--- src/rtl/four_bit_divider.sv ---
// Sequential restoring divider: one quotient bit per cycle, MSB first, with a
// divide-by-zero bypass. Define FOUR_BIT_DIVIDER_SIGNED_EN for two's-complement operands.
module four_bit_divider (
    input  logic       clk,
    input  logic       rst,
    input  logic [3:0] A,
    input  logic [3:0] B,
    input  logic       start,
    output logic [3:0] Q,
    output logic [3:0] R,
    output logic       busy,
    output logic       done,
    output logic       dz
);

    typedef enum logic [1:0] {
        IDLE = 2'd0,
        CALC = 2'd1,
        DONE = 2'd2
    } state_t;

    state_t      state_r;
    state_t      state_s;
    logic        accept_s;
    logic        busy_s;
    logic        done_s;

    logic [3:0]  a_r;
    logic [3:0]  dvd_r;
    logic [3:0]  dvs_r;
    logic [3:0]  rem_r;
    logic [3:0]  quo_r;
    logic [1:0]  cnt_r;
    logic        zero_r;

    logic [4:0]  shifted_s;
    logic [5:0]  diff_s;
    logic [3:0]  rem_next_s;
    logic        qbit_s;
    logic [3:0]  q_fin_s;
    logic [3:0]  r_fin_s;

`ifdef FOUR_BIT_DIVIDER_SIGNED_EN
    logic        neg_q_r;
    logic        neg_r_r;

    function automatic logic [3:0] mag4(input logic [3:0] v);
        if (v[3]) begin
            mag4 = 4'd0 - v;
        end else begin
            mag4 = v;
        end
    endfunction
`endif

    assign accept_s = (state_r == IDLE) && start;

    // State register
    always_ff @(posedge clk) begin
        if (rst) begin
            state_r <= IDLE;
        end else begin
            state_r <= state_s;
        end
    end

    // Next-state logic
    always_comb begin
        state_s = state_r;
        case (state_r)
            IDLE: begin
                if (start) begin
                    if (B == 4'd0) begin
                        state_s = DONE;
                    end else begin
                        state_s = CALC;
                    end
                end else begin
                    state_s = IDLE;
                end
            end
            CALC: begin
                if (cnt_r == 2'd3) begin
                    state_s = DONE;
                end else begin
                    state_s = CALC;
                end
            end
            DONE:    state_s = IDLE;
            default: state_s = IDLE;
        endcase
    end

    // Output decode; busy/done are registered so they trail the state by one cycle
    always_comb begin
        busy_s = 1'b0;
        done_s = 1'b0;
        if (accept_s || (state_r != IDLE)) begin
            busy_s = 1'b1;
        end else begin
            busy_s = 1'b0;
        end
        if (state_r == DONE) begin
            done_s = 1'b1;
        end else begin
            done_s = 1'b0;
        end
    end

    // One restoring step; a kept difference is always below the divisor, so bit 4 is zero
    always_comb begin
        shifted_s  = {rem_r, dvd_r[3]};
        diff_s     = {1'b0, shifted_s} - {2'b00, dvs_r};
        rem_next_s = shifted_s[3:0];
        qbit_s     = 1'b0;
        if (diff_s[5:4] == 2'b00) begin
            rem_next_s = diff_s[3:0];
            qbit_s     = 1'b1;
        end else begin
            rem_next_s = shifted_s[3:0];
            qbit_s     = 1'b0;
        end
    end

    // Final result, with sign restoration in the signed build
    always_comb begin
        q_fin_s = quo_r;
        r_fin_s = rem_r;
`ifdef FOUR_BIT_DIVIDER_SIGNED_EN
        if (neg_q_r) begin
            q_fin_s = 4'd0 - quo_r;
        end else begin
            q_fin_s = quo_r;
        end
        if (neg_r_r) begin
            r_fin_s = 4'd0 - rem_r;
        end else begin
            r_fin_s = rem_r;
        end
`endif
    end

    // Operand capture, iteration datapath and result registers
    always_ff @(posedge clk) begin
        if (rst) begin
            a_r    <= 4'd0;
            dvd_r  <= 4'd0;
            dvs_r  <= 4'd0;
            rem_r  <= 4'd0;
            quo_r  <= 4'd0;
            cnt_r  <= 2'd0;
            zero_r <= 1'b0;
            Q      <= 4'd0;
            R      <= 4'd0;
            dz     <= 1'b0;
            busy   <= 1'b0;
            done   <= 1'b0;
`ifdef FOUR_BIT_DIVIDER_SIGNED_EN
            neg_q_r <= 1'b0;
            neg_r_r <= 1'b0;
`endif
        end else begin
            busy <= busy_s;
            done <= done_s;
            case (state_r)
                IDLE: begin
                    if (start) begin
                        a_r    <= A;
                        rem_r  <= 4'd0;
                        quo_r  <= 4'd0;
                        cnt_r  <= 2'd0;
                        zero_r <= (B == 4'd0);
`ifdef FOUR_BIT_DIVIDER_SIGNED_EN
                        dvd_r   <= mag4(A);
                        dvs_r   <= mag4(B);
                        neg_q_r <= A[3] ^ B[3];
                        neg_r_r <= A[3];
`else
                        dvd_r  <= A;
                        dvs_r  <= B;
`endif
                    end
                end
                CALC: begin
                    rem_r <= rem_next_s;
                    quo_r <= {quo_r[2:0], qbit_s};
                    dvd_r <= {dvd_r[2:0], 1'b0};
                    cnt_r <= cnt_r + 2'd1;
                end
                DONE: begin
                    if (zero_r) begin
                        Q  <= 4'hF;
                        R  <= a_r;
                        dz <= 1'b1;
                    end else begin
                        Q  <= q_fin_s;
                        R  <= r_fin_s;
                        dz <= 1'b0;
                    end
                end
                default: begin
                    cnt_r <= 2'd0;
                end
            endcase
        end
    end

endmodule

--- config.mk ---
export PLATFORM = sky130hd
export DESIGN_NAME = four_bit_divider
export DESIGN_NICKNAME = d
export VERILOG_FILES = /design/src/rtl/four_bit_divider.sv
export SDC_FILE = /design/constraint.sdc
export NUM_CORES = 1
export LEC_CHECK = 0
export ABC_AREA = 1
export BUFFER_PORTS_ARGS = -buffer_cell sky130_fd_sc_hd__clkbuf_2
export CORE_UTILIZATION = 35
export DETAILED_ROUTE_END_ITERATION = 8
export SLEW_MARGIN = 0
export SYNTH_ARGS = -nofsm -noshare
export SYNTH_HDL_FRONTEND = slang
export SYNTH_SLANG_ARGS = --single-unit
export TNS_END_PERCENT = 20
--- constraint.sdc ---
create_clock -name clk -period 1.8 [get_ports clk]
set_clock_uncertainty 0.05 [all_clocks]
set_input_delay 0 -clock clk [delete_from_list [all_inputs] [get_ports clk]]
set_output_delay 0 -clock clk [all_outputs]
set_load 0.005 [all_outputs]
=== Yosys cells after proc, flatten, opt, wreduce, memory -nomap -nowiden ===
Index checks and enable logic that the tools add are counted.
W data, S select, Z words.

* Output and inout port bits: 11
* Input bits: 11
* Bits in writable memories: 0
* Latch bits: 0
* Register bits after elaboration: 36
* Memories: 0
* Word-level logic and storage cells: 48
* Memory bits (read-only): 0

* Bitwise gates (word level): 1
* Reduce and logical (&&, ||, !) cells: 10
* Equal/unequal tests: 4
* Divide/modulo/power cells: 0
* Multiplexer cells: 18
* Add/subtract/negate cells: 2
* Multiply operators: 0
* Magnitude comparators: 0
* Shift-type cells: 0

{| class="wikitable"
|+ Operators by type and width
! operator !! count
|-
| $pmux W4 S2 || 3
|-
| $mux W4 || 5
|-
| $mux W2 || 4
|-
| $pmux W2 S3 || 1
|-
| $reduce_and A2 Y1 || 3
|-
| $sub A5 B4 Y6 || 1
|-
| $eq A2 B2 Y1 const B || 2
|-
| $logic_not A2 Y1 || 2
|-
| $logic_not A4 Y1 || 1
|-
| $mux W1 || 4
|-
| $pmux W2 S2 || 1
|-
| $reduce_bool A2 Y1 || 2
|-
| $add A2 B1 Y2 const B || 1
|-
| $eq A2 B1 Y1 const B || 1
|-
| $ne A2 B2 Y1 const B || 1
|-
| $logic_and A1 B1 Y1 || 1
|-
| $logic_or A1 B1 Y1 || 1
|-
| $not A1 Y1 || 1
|}

=== Logic depth before layout (Yosys ltp) ===
Gate-level depths: netlist of run 1.

* Word-level depth: 4
* Mapped depth: 12
* Gate-level depth less buffers: 12

=== Worst setup path before layout of run 1 ===
Ideal clock, no wire load.

* Kind: flip-flop to flip-flop
* From: register dvd_r[3]
* To: register rem_r[2] (netlist: r_fin_s[2])
* Setup time: 133 ps
* Buffers on the path: 0
* Path slack: 166 ps
* Period minus slack after synthesis: 1,634 ps
* Required time: 1,617 ps
* Data arrival time: 1,450 ps
* Stages on the path, launching flop included: 13
* Path through: dfxtp_1 -> inv_1 -> ha_1 -> inv_1 -> fa_1 -> nand2_1 -> nand2_1 -> nand3_1 -> nand2_1 -> inv_2 -> nand3_1 -> nand3_1 -> a21oi_2

* Cells in the longest elaborated chain, start to end: 4

{| class="wikitable"
|+ Ends and longest elaborated chain
! what !! line !! RTL
|-
| start, declared || 29 || <nowiki>logic [3:0] dvd_r;</nowiki>
|-
| start signal, assigned || 187 || <nowiki>dvd_r <= {dvd_r[2:0], 1'b0};</nowiki>
|-
| $sub A5 B4 Y6 * || 113 || <nowiki>diff_s = {1'b0, shifted_s} - {2'b00, dvs_r};</nowiki>
|-
| $logic_not A2 Y1 || 116 || <nowiki>if (diff_s[5:4] == 2'b00) begin</nowiki>
|-
| $mux W4 * || 116 ||
|-
| $pmux W4 S2 * || 165 || <nowiki>case (state_r)</nowiki>
|-
| end signal, assigned || 185 || <nowiki>rem_r <= rem_next_s;</nowiki>
|-
| end, declared || 31 || <nowiki>logic [3:0] rem_r;</nowiki>
|}

Every way passes the cells marked *; elsewhere a longest branch is shown, timed or not.
A chain may end at the register's enable or synchronous reset.

=== Worst setup path after layout of run 1 ===
* From: register dvd_r[3]
* To: register rem_r[0] (netlist: r_fin_s[0])

* Cells in the longest elaborated chain, start to end: 4

{| class="wikitable"
|+ Ends and longest elaborated chain
! what !! line
|-
| $sub A5 B4 Y6 || 113
|-
| $logic_not A2 Y1 || 116
|-
| $mux W4 * || 116
|-
| $pmux W4 S2 * || 165
|}

Marks and branches as above.

==> implementation parameters, run 1 <==
Parameter                              Value

Outcome
  Status    finished clean

STA
  Worst relative slew slack    63.7%
  Setup Viol. Count Final    0
  Total count of hold-check failures in the final report    0
  Worst hold margin    405 ps
  Measured slew at the worst slew-check pin    543 ps
  Final WS setup    8.73 ps
  Achievable frequency    558 MHz
  Ratio of final minimum period to clock period    99.5%
  Count of pins over their slew limit    0
  Final critical delay including setup and external delays    1790 ps

Clock network
  Sinks on Clock Net    36
  Largest buffer count on any clock path    2
  Total number of H-tree levels    2
  Master cell of the clock root buffer    sky130_fd_sc_hd__clkbuf_8
  CTS tree    yes
  Clock slew at the register clock pins of the worst setup and hold paths    70 ps
  Number of buffers created by CTS    5
  Clk_lat worst skew    290 ps

Floorplan
  Starting density of the core    36.7%
  Core footprint    4410 µm²
  Count of boundary I/O pins    22
  Height of the die    70.0 µm
  Standard-cell row count    24
  Die footprint    4910 µm²
  Overall die width    70.0 µm

Critical path
  Element type at the critical path start    flip-flop
  Worst Path Required    1970 ps
  Critical path's slowest cell    sky130_fd_sc_hd__fa_2
  Worst-path maximum fanout    5
  Critical Path AT    1970 ps
  Start point of the critical path    dvd_r[3]
  Peak per-stage delay on the critical path    400 ps
  Cells along the critical path    inv_2, ha_4, inv_2, fa_2, nand3_1, nand3_2, nand2_1, inv_2, nand3_2, nand3_2, a21oi_2
  Register-to-register setup slack    9 ps
  Sort of element at the end of the critical path    flip-flop
  Worst r2r dst    r_fin_s[0]
  Critical path class    reg -> reg
  Worst r2r path cells    11
  Worst R2R Start    dvd_r[3]

Placement
  Instance area at placement    1750 µm²
  Post-DP HPWL    2.37 mm
  GPL Wtd Cong    0.764
  Port buffer count    21
  Pre-CTS setup slack    36.9 ps

Cells and area
  Top library cells by usage in the layout, fill and taps aside    sky130_fd_sc_hd__nand2_1 (48), sky130_fd_sc_hd__dfxtp_1 (34), sky130_fd_sc_hd__a21oi_1 (28), sky130_fd_sc_hd__clkbuf_2 (21), sky130_fd_sc_hd__inv_1 (18)
  Most common library cell in the layout ignoring fill and taps    sky130_fd_sc_hd__nand2_1
  Diode count    0
  Number of nets in the layout    261
  Area of all placed cells without fillers    2070 µm²
  Synthesis-to-layout area growth    28.0%
  Final cell utilization of the core    47.0%
  Filler instances    450
  Layout cell share with drive strength beyond 1    26.5%

Hold path
  Path class of the lowest-slack min-delay path    reg -> reg
  Hold Path Origin    cnt_r[0]
  End point of the worst hold path    cnt_r[0]
  Worst Hold Path Cells    1

Global routing
  Number of antenna violations at the first check in global routing    0
  Via count of the first global-routing pass    1334
  Remaining Overflow, GRT    0
  Most heavily used metal layer in global routing    met2
  Met2 track demand over resource    26.1%
  Global routing met3 resource utilization    5.19%
  Overall fraction of global-route tracks in use    15.5%
  First-pass GRT wire length    5.89 mm
  Global Route met1 Usage    18.1%
  Largest net degree at the start of global routing    19

Yosys
  Top FF cell, synth    sky130_fd_sc_hd__dfxtp_1
  Async S/R FF share, synth    0%
  Count of flip-flops with a built-in enable after synthesis    0
  Post-synthesis instance area    1620 µm²
  Syn_nets    227
  Cells after synthesis    210
  Synth cell types    28
  Synth warnings    0
  Syn Area/Cell    7.72 µm²
  Number of flip-flops and latches in the synthesized netlist    36
  Register area share after synthesis    44.5%

Detailed routing
  Via total after detailed routing    1435
  Antenna viol nets, final    0
  Average wire length per cell after detail routing    12.5 µm
  Pre-antenna DRT Iters    4
  Vias per cell    4.83
  Number of design-rule violations left by the first detailed-router iteration    70
  DRT Wirelength    3.71 mm
  Number of design rule violations left after detail routing    0

Power
  Leakage Power    0.858 nW
  Power per cell area    973 nW/µm²
  Power after layout    0.00202 W
  Worst vdd ir    0.600 mV

Run
  Max-capacitance violation count    0
## critical path, delay by kind of cell, from the launching register on
family / cells / cell delay, ps
DFF: 1 / 320
and+or+nand+nor: 5 / 500
adders and majority gates: 2 / 520
buffers and inverters: 3 / 190
AOI/OAI and AO/OA: 1 / 140
## flip-flops by register name (all words and copies together), names as in the netlist
name,flops
dz,1
zero_r,1
r_fin_s,4
busy,1
dvd_r,4
q_fin_s,4
R,4
state_r,2
cnt_r,2
Q,4
dvs_r,4
done,1
a_r,4
## where the power goes
group          leakage [nW]  total [W]  switching [W]  internal (W)
combinational         0.508   0.000448       0.000281      0.000167
clock                0.0552   0.000702       0.000291      0.000411
sequential            0.294   0.000868      0.0000309      0.000837
total                 0.858    0.00202       0.000603       0.00142
## synth_stat cells, types with 2 or more instances
| cell type | n | area share (%) |
|---|---|---|
| sky130_fd_sc_hd__dfxtp_1 | 36 | 44 |
| sky130_fd_sc_hd__nand2_4 | 2 | 1.4 |
| sky130_fd_sc_hd__a21oi_2 | 3 | 1.6 |
| sky130_fd_sc_hd__buf_2 | 2 | 0.62 |
| sky130_fd_sc_hd__a211oi_1 | 2 | 0.93 |
| sky130_fd_sc_hd__a31oi_1 | 3 | 1.2 |
| sky130_fd_sc_hd__inv_1 | 20 | 4.6 |
| sky130_fd_sc_hd__ha_1 | 5 | 3.9 |
| sky130_fd_sc_hd__nor2_1 | 13 | 3.0 |
| sky130_fd_sc_hd__inv_2 | 2 | 0.46 |
| sky130_fd_sc_hd__nand2_1 | 49 | 11 |
| sky130_fd_sc_hd__nand3_1 | 13 | 4.0 |
| sky130_fd_sc_hd__o21ai_0 | 14 | 4.3 |
| sky130_fd_sc_hd__a21oi_1 | 30 | 9.3 |
| sky130_fd_sc_hd__buf_1 | 2 | 0.46 |
| sky130_fd_sc_hd__buf_6 | 2 | 1.4 |
## worst max path at each step
stage	end	slack, ps	depth (start not counted)
4_1_cts	r_fin_s[2]	20	11
6_report	r_fin_s[0]	9	11
3_3_place_gp	r_fin_s[3]	70	11
3_5_place_dp	r_fin_s[2]	40	11
2_1_floorplan	r_fin_s[2]	170	12
5_1_grt	r_fin_s[0]	-80	12
## area by class of cell
cell class	instances	area, µm²	share of cell area (%)
timing repair buffer	35	238	11.5
sequential	36	723	34.9
multi-input combinational	143	852	41.1
inverter	23	88.8	4.28
tap	52	65.1	3.14
clock buffer	6	72.6	3.50
clock inverter	2	35.0	1.69
## per-stage QoR
step                      std cells  setup TNS (ps)
after floorplan                 210               0
after global placement          277               0
after detailed placement        277               0
after CTS                       296               0
after global routing            297            -328
final                           297               0
## layer usage
layer | vias to the layer above | wire (µm)
li1 | 752 | -
met1 | 657 | 1670
met4 | 0 | 69
met3 | 8 | 109
met5 | - | 0
met2 | 18 | 1860
## cell families after synthesis
logic type / count (synthesis) / synth area share (%)
buf+inv: 31 / 8.65
fa+ha+maj: 6 / 5.10
xor+xnor: 1 / 0.541
simple gates: 83 / 23.4
compound gates: 53 / 17.8
flops: 36 / 44.5
## what timing repair did
item | in CTS | in global routing
buffers inserted | 0 | 1
endpoints found under the hold margin | 18 | 0
setup endpoints to repair | 0 | 5
resized for setup | 0 | 23
hold buffers | 11 | 0
Power figures use the tool's default switching activity.
==> run 2: changes to the inputs <==
--- a/config.mk
+++ b/config.mk
@@ -6,9 +6,9 @@
 export NUM_CORES = 1
 export LEC_CHECK = 0
 export ABC_AREA = 1
-export BUFFER_PORTS_ARGS = -buffer_cell sky130_fd_sc_hd__clkbuf_2
 export CORE_UTILIZATION = 35
 export DETAILED_ROUTE_END_ITERATION = 8
+export DONT_BUFFER_PORTS = 1
 export SLEW_MARGIN = 0
 export SYNTH_ARGS = -nofsm -noshare
 export SYNTH_HDL_FRONTEND = slang
==> run 2 against run 1 <==
  * The flow now finishes with violations (hold timing, setup timing)
  * Sequential power about the same
  * Count of clock-buffer cells in the layout unchanged
  * Hold slack worse by 690 ps
  * Sequential cell count unchanged
  * Critical path type unchanged
  * Critical endpoint is now dz
  * Highest routed layer unchanged
==> implementation parameters, run 2 (synthesis gave the netlist of run 1 again) <==
Parameter                              Value

Global routing
  Number of antenna violations at the first check in global routing    0 (unchanged)
  Largest net degree at the start of global routing    29 (+10)
  First-pass GRT wire length    6.22 mm (+5.6%)
  Remaining Overflow, GRT    0 (unchanged)
  Via count of the first global-routing pass    1388 (+4.0%)
  Overall fraction of global-route tracks in use    16.3% (+0.77 points)

Floorplan
  Count of boundary I/O pins    22 (unchanged)
  Overall die width    70.0 µm (unchanged)
  Height of the die    70.0 µm (unchanged)
  Die footprint    4910 µm² (unchanged)
  Core footprint    4410 µm² (unchanged)
  Starting density of the core    36.7% (unchanged)
  Standard-cell row count    24 (unchanged)

Critical path
  Worst R2R Start    state_r[1]
  Worst r2r dst    dz
  Start point of the critical path    state_r[1]
  Register-to-register setup slack    -30 ps (-40 ps)
  Element type at the critical path start    flip-flop
  Critical Path AT    2010 ps (+40 ps)
  Sort of element at the end of the critical path    flip-flop
  Critical path class    reg -> reg
  Worst-path maximum fanout    6 (+1)
  Worst Path Required    1980 ps (about the same)
  Worst r2r path cells    6 (-5)
  Capture point of the critical path    dz

Cells and area
  Most common library cell in the layout ignoring fill and taps    sky130_fd_sc_hd__nand2_1
  Synthesis-to-layout area growth    25.4%
  Top library cells by usage in the layout, fill and taps aside    sky130_fd_sc_hd__nand2_1 (49), sky130_fd_sc_hd__dfxtp_1 (34), sky130_fd_sc_hd__a21oi_1 (28), sky130_fd_sc_hd__dlygate4sd3_1 (25), sky130_fd_sc_hd__inv_1 (20)
  Number of nets in the layout    252 (-3.4%)
  Final cell utilization of the core    46.0% (-0.96 points)
  Diode count    0 (unchanged)
  Filler instances    437 (-2.9%)
  Layout cell share with drive strength beyond 1    12.7% (-14 points)

Clock network
  Clock slew at the register clock pins of the worst setup and hold paths    70 ps (about the same)
  Sinks on Clock Net    36 (unchanged)
  Buffers inserted by post-CTS timing repair    0 (unchanged)
  Largest buffer count on any clock path    2 (unchanged)
  Clk_lat worst skew    290 ps (about the same)
  Total number of H-tree levels    2 (unchanged)
  Number of buffers created by CTS    5 (unchanged)
  Master cell of the clock root buffer    sky130_fd_sc_hd__clkbuf_8
  CTS tree    yes

Detailed routing
  DRT Wirelength    3.73 mm (+0.51%)
  Pre-antenna DRT Iters    4 (unchanged)
  Average wire length per cell after detail routing    12.9 µm (+3.7%)
  Via total after detailed routing    1442 (+0.49%)
  Number of design-rule violations left by the first detailed-router iteration    41 (-41%)
  Vias per cell    5.01 (+3.6%)
  Number of design rule violations left after detail routing    0 (unchanged)
  Antenna viol nets, final    0 (unchanged)

Hold path
  Path class of the lowest-slack min-delay path    in -> reg
  Hold Path Origin    rst

Power
  Power per cell area    951 nW/µm² (-2.3%)
  Leakage Power    0.837 nW (-2.4%)
  Power after layout    0.00193 W (-4.3%)
  Worst vdd ir    0.800 mV (+33%)

STA
  Final critical delay including setup and external delays    1830 ps (+39.3 ps)
  Ratio of final minimum period to clock period    102% (+2.2 points)
  Total count of hold-check failures in the final report    12 (+12)
  Setup Viol. Count Final    1 (+1)
  Measured slew at the worst slew-check pin    441 ps (-102 ps)
  Achievable frequency    546 MHz (-2.1%)
  Setup repair after global routing missed its margin    yes
  Worst relative slew slack    70.5% (+6.8 points)
  Worst hold margin    -284 ps (-690 ps)
  Count of pins over their slew limit    0 (unchanged)
  Final WS setup    -30.6 ps (-39.3 ps)

Placement
  Port buffer count    0 (-100%)
  Post-DP HPWL    2.34 mm (-1.4%)
  Pre-CTS setup slack    27.8 ps (-9.07 ps)
  GPL Wtd Cong    0.840 (+10%)

Outcome
  Violations in the final reports    hold timing, setup timing
  Status    finished, violations left

Run
  Max-capacitance violation count    0 (unchanged)
## run 2: stage by stage
| step | hold WS, ps | instances | cell area, µm² | setup TNS [ps] |
|---|---|---|---|---|
| after floorplan | 99.3 | 210 | 1620 | 0 |
| after global placement | 16.1 | 255 | 1640 | 0 |
| after detailed placement | 15.7 | 255 | 1640 | 0 |
| after CTS | -300 | 283 | 1950 | 0 |
| after global routing | -299 | 288 | 2030 | -209 |
| final | -284 | 288 | 2030 | -30.6 |
## run 2: worst min-delay path by stage
stage,to,slack [ps],cells after the start
detailed placement,r_fin_s[1],20,1
CTS,r_fin_s[1],-300,1
finish,r_fin_s[3],-280,1
floorplan,busy,100,2
global route,r_fin_s[2],-300,1
global placement,r_fin_s[1],20,1
## run 2: per-layer routing
metal | track usage, % | vias up | wire, µm
li1 | - | 735 | -
met1 | 19.8 | 685 | 1640
met2 | 27.1 | 17 | 1930
met3 | 2.89 | 5 | 81
met4 | 8.67 | 0 | 74
met5 | 0 | - | 0
## run 2: power breakdown
part	leakage (nW)	switching [W]	internal, W
Clock	0.0552	0.000289	0.000411
Combinational	0.488	0.000215	0.000148
Sequential	0.294	0.0000317	0.000837
Total	0.837	0.000536	0.00140
## run 2: repair_timing
| action | in CTS | in global routing |
|---|---|---|
| hold buffers | 20 | 5 |
| setup endpoints to repair | 0 | 14 |
| hold endpoints to repair | 36 | 17 |
| gates resized for setup | 0 | 10 |
## run 2: final cells by class
type	count	area, µm²	area share [%]
timing repair buffer	26	258	12.7
multi-input combinational	143	787	38.7
clock inverter	2	35.0	1.72
clock buffer	6	72.6	3.57
sequential	36	723	35.6
inverter	23	91.3	4.50
tap	52	65.1	3.20
## run 2: worst max-delay path, stage by stage, from the launching register on
cell                            delay, ps
sky130_fd_sc_hd__dfxtp_2              400
sky130_fd_sc_hd__inv_1                 70
sky130_fd_sc_hd__nor2_2               220
sky130_fd_sc_hd__buf_4                190
sky130_fd_sc_hd__nor2_1                50
sky130_fd_sc_hd__a211oi_1             200
sky130_fd_sc_hd__dlygate4sd3_1        610
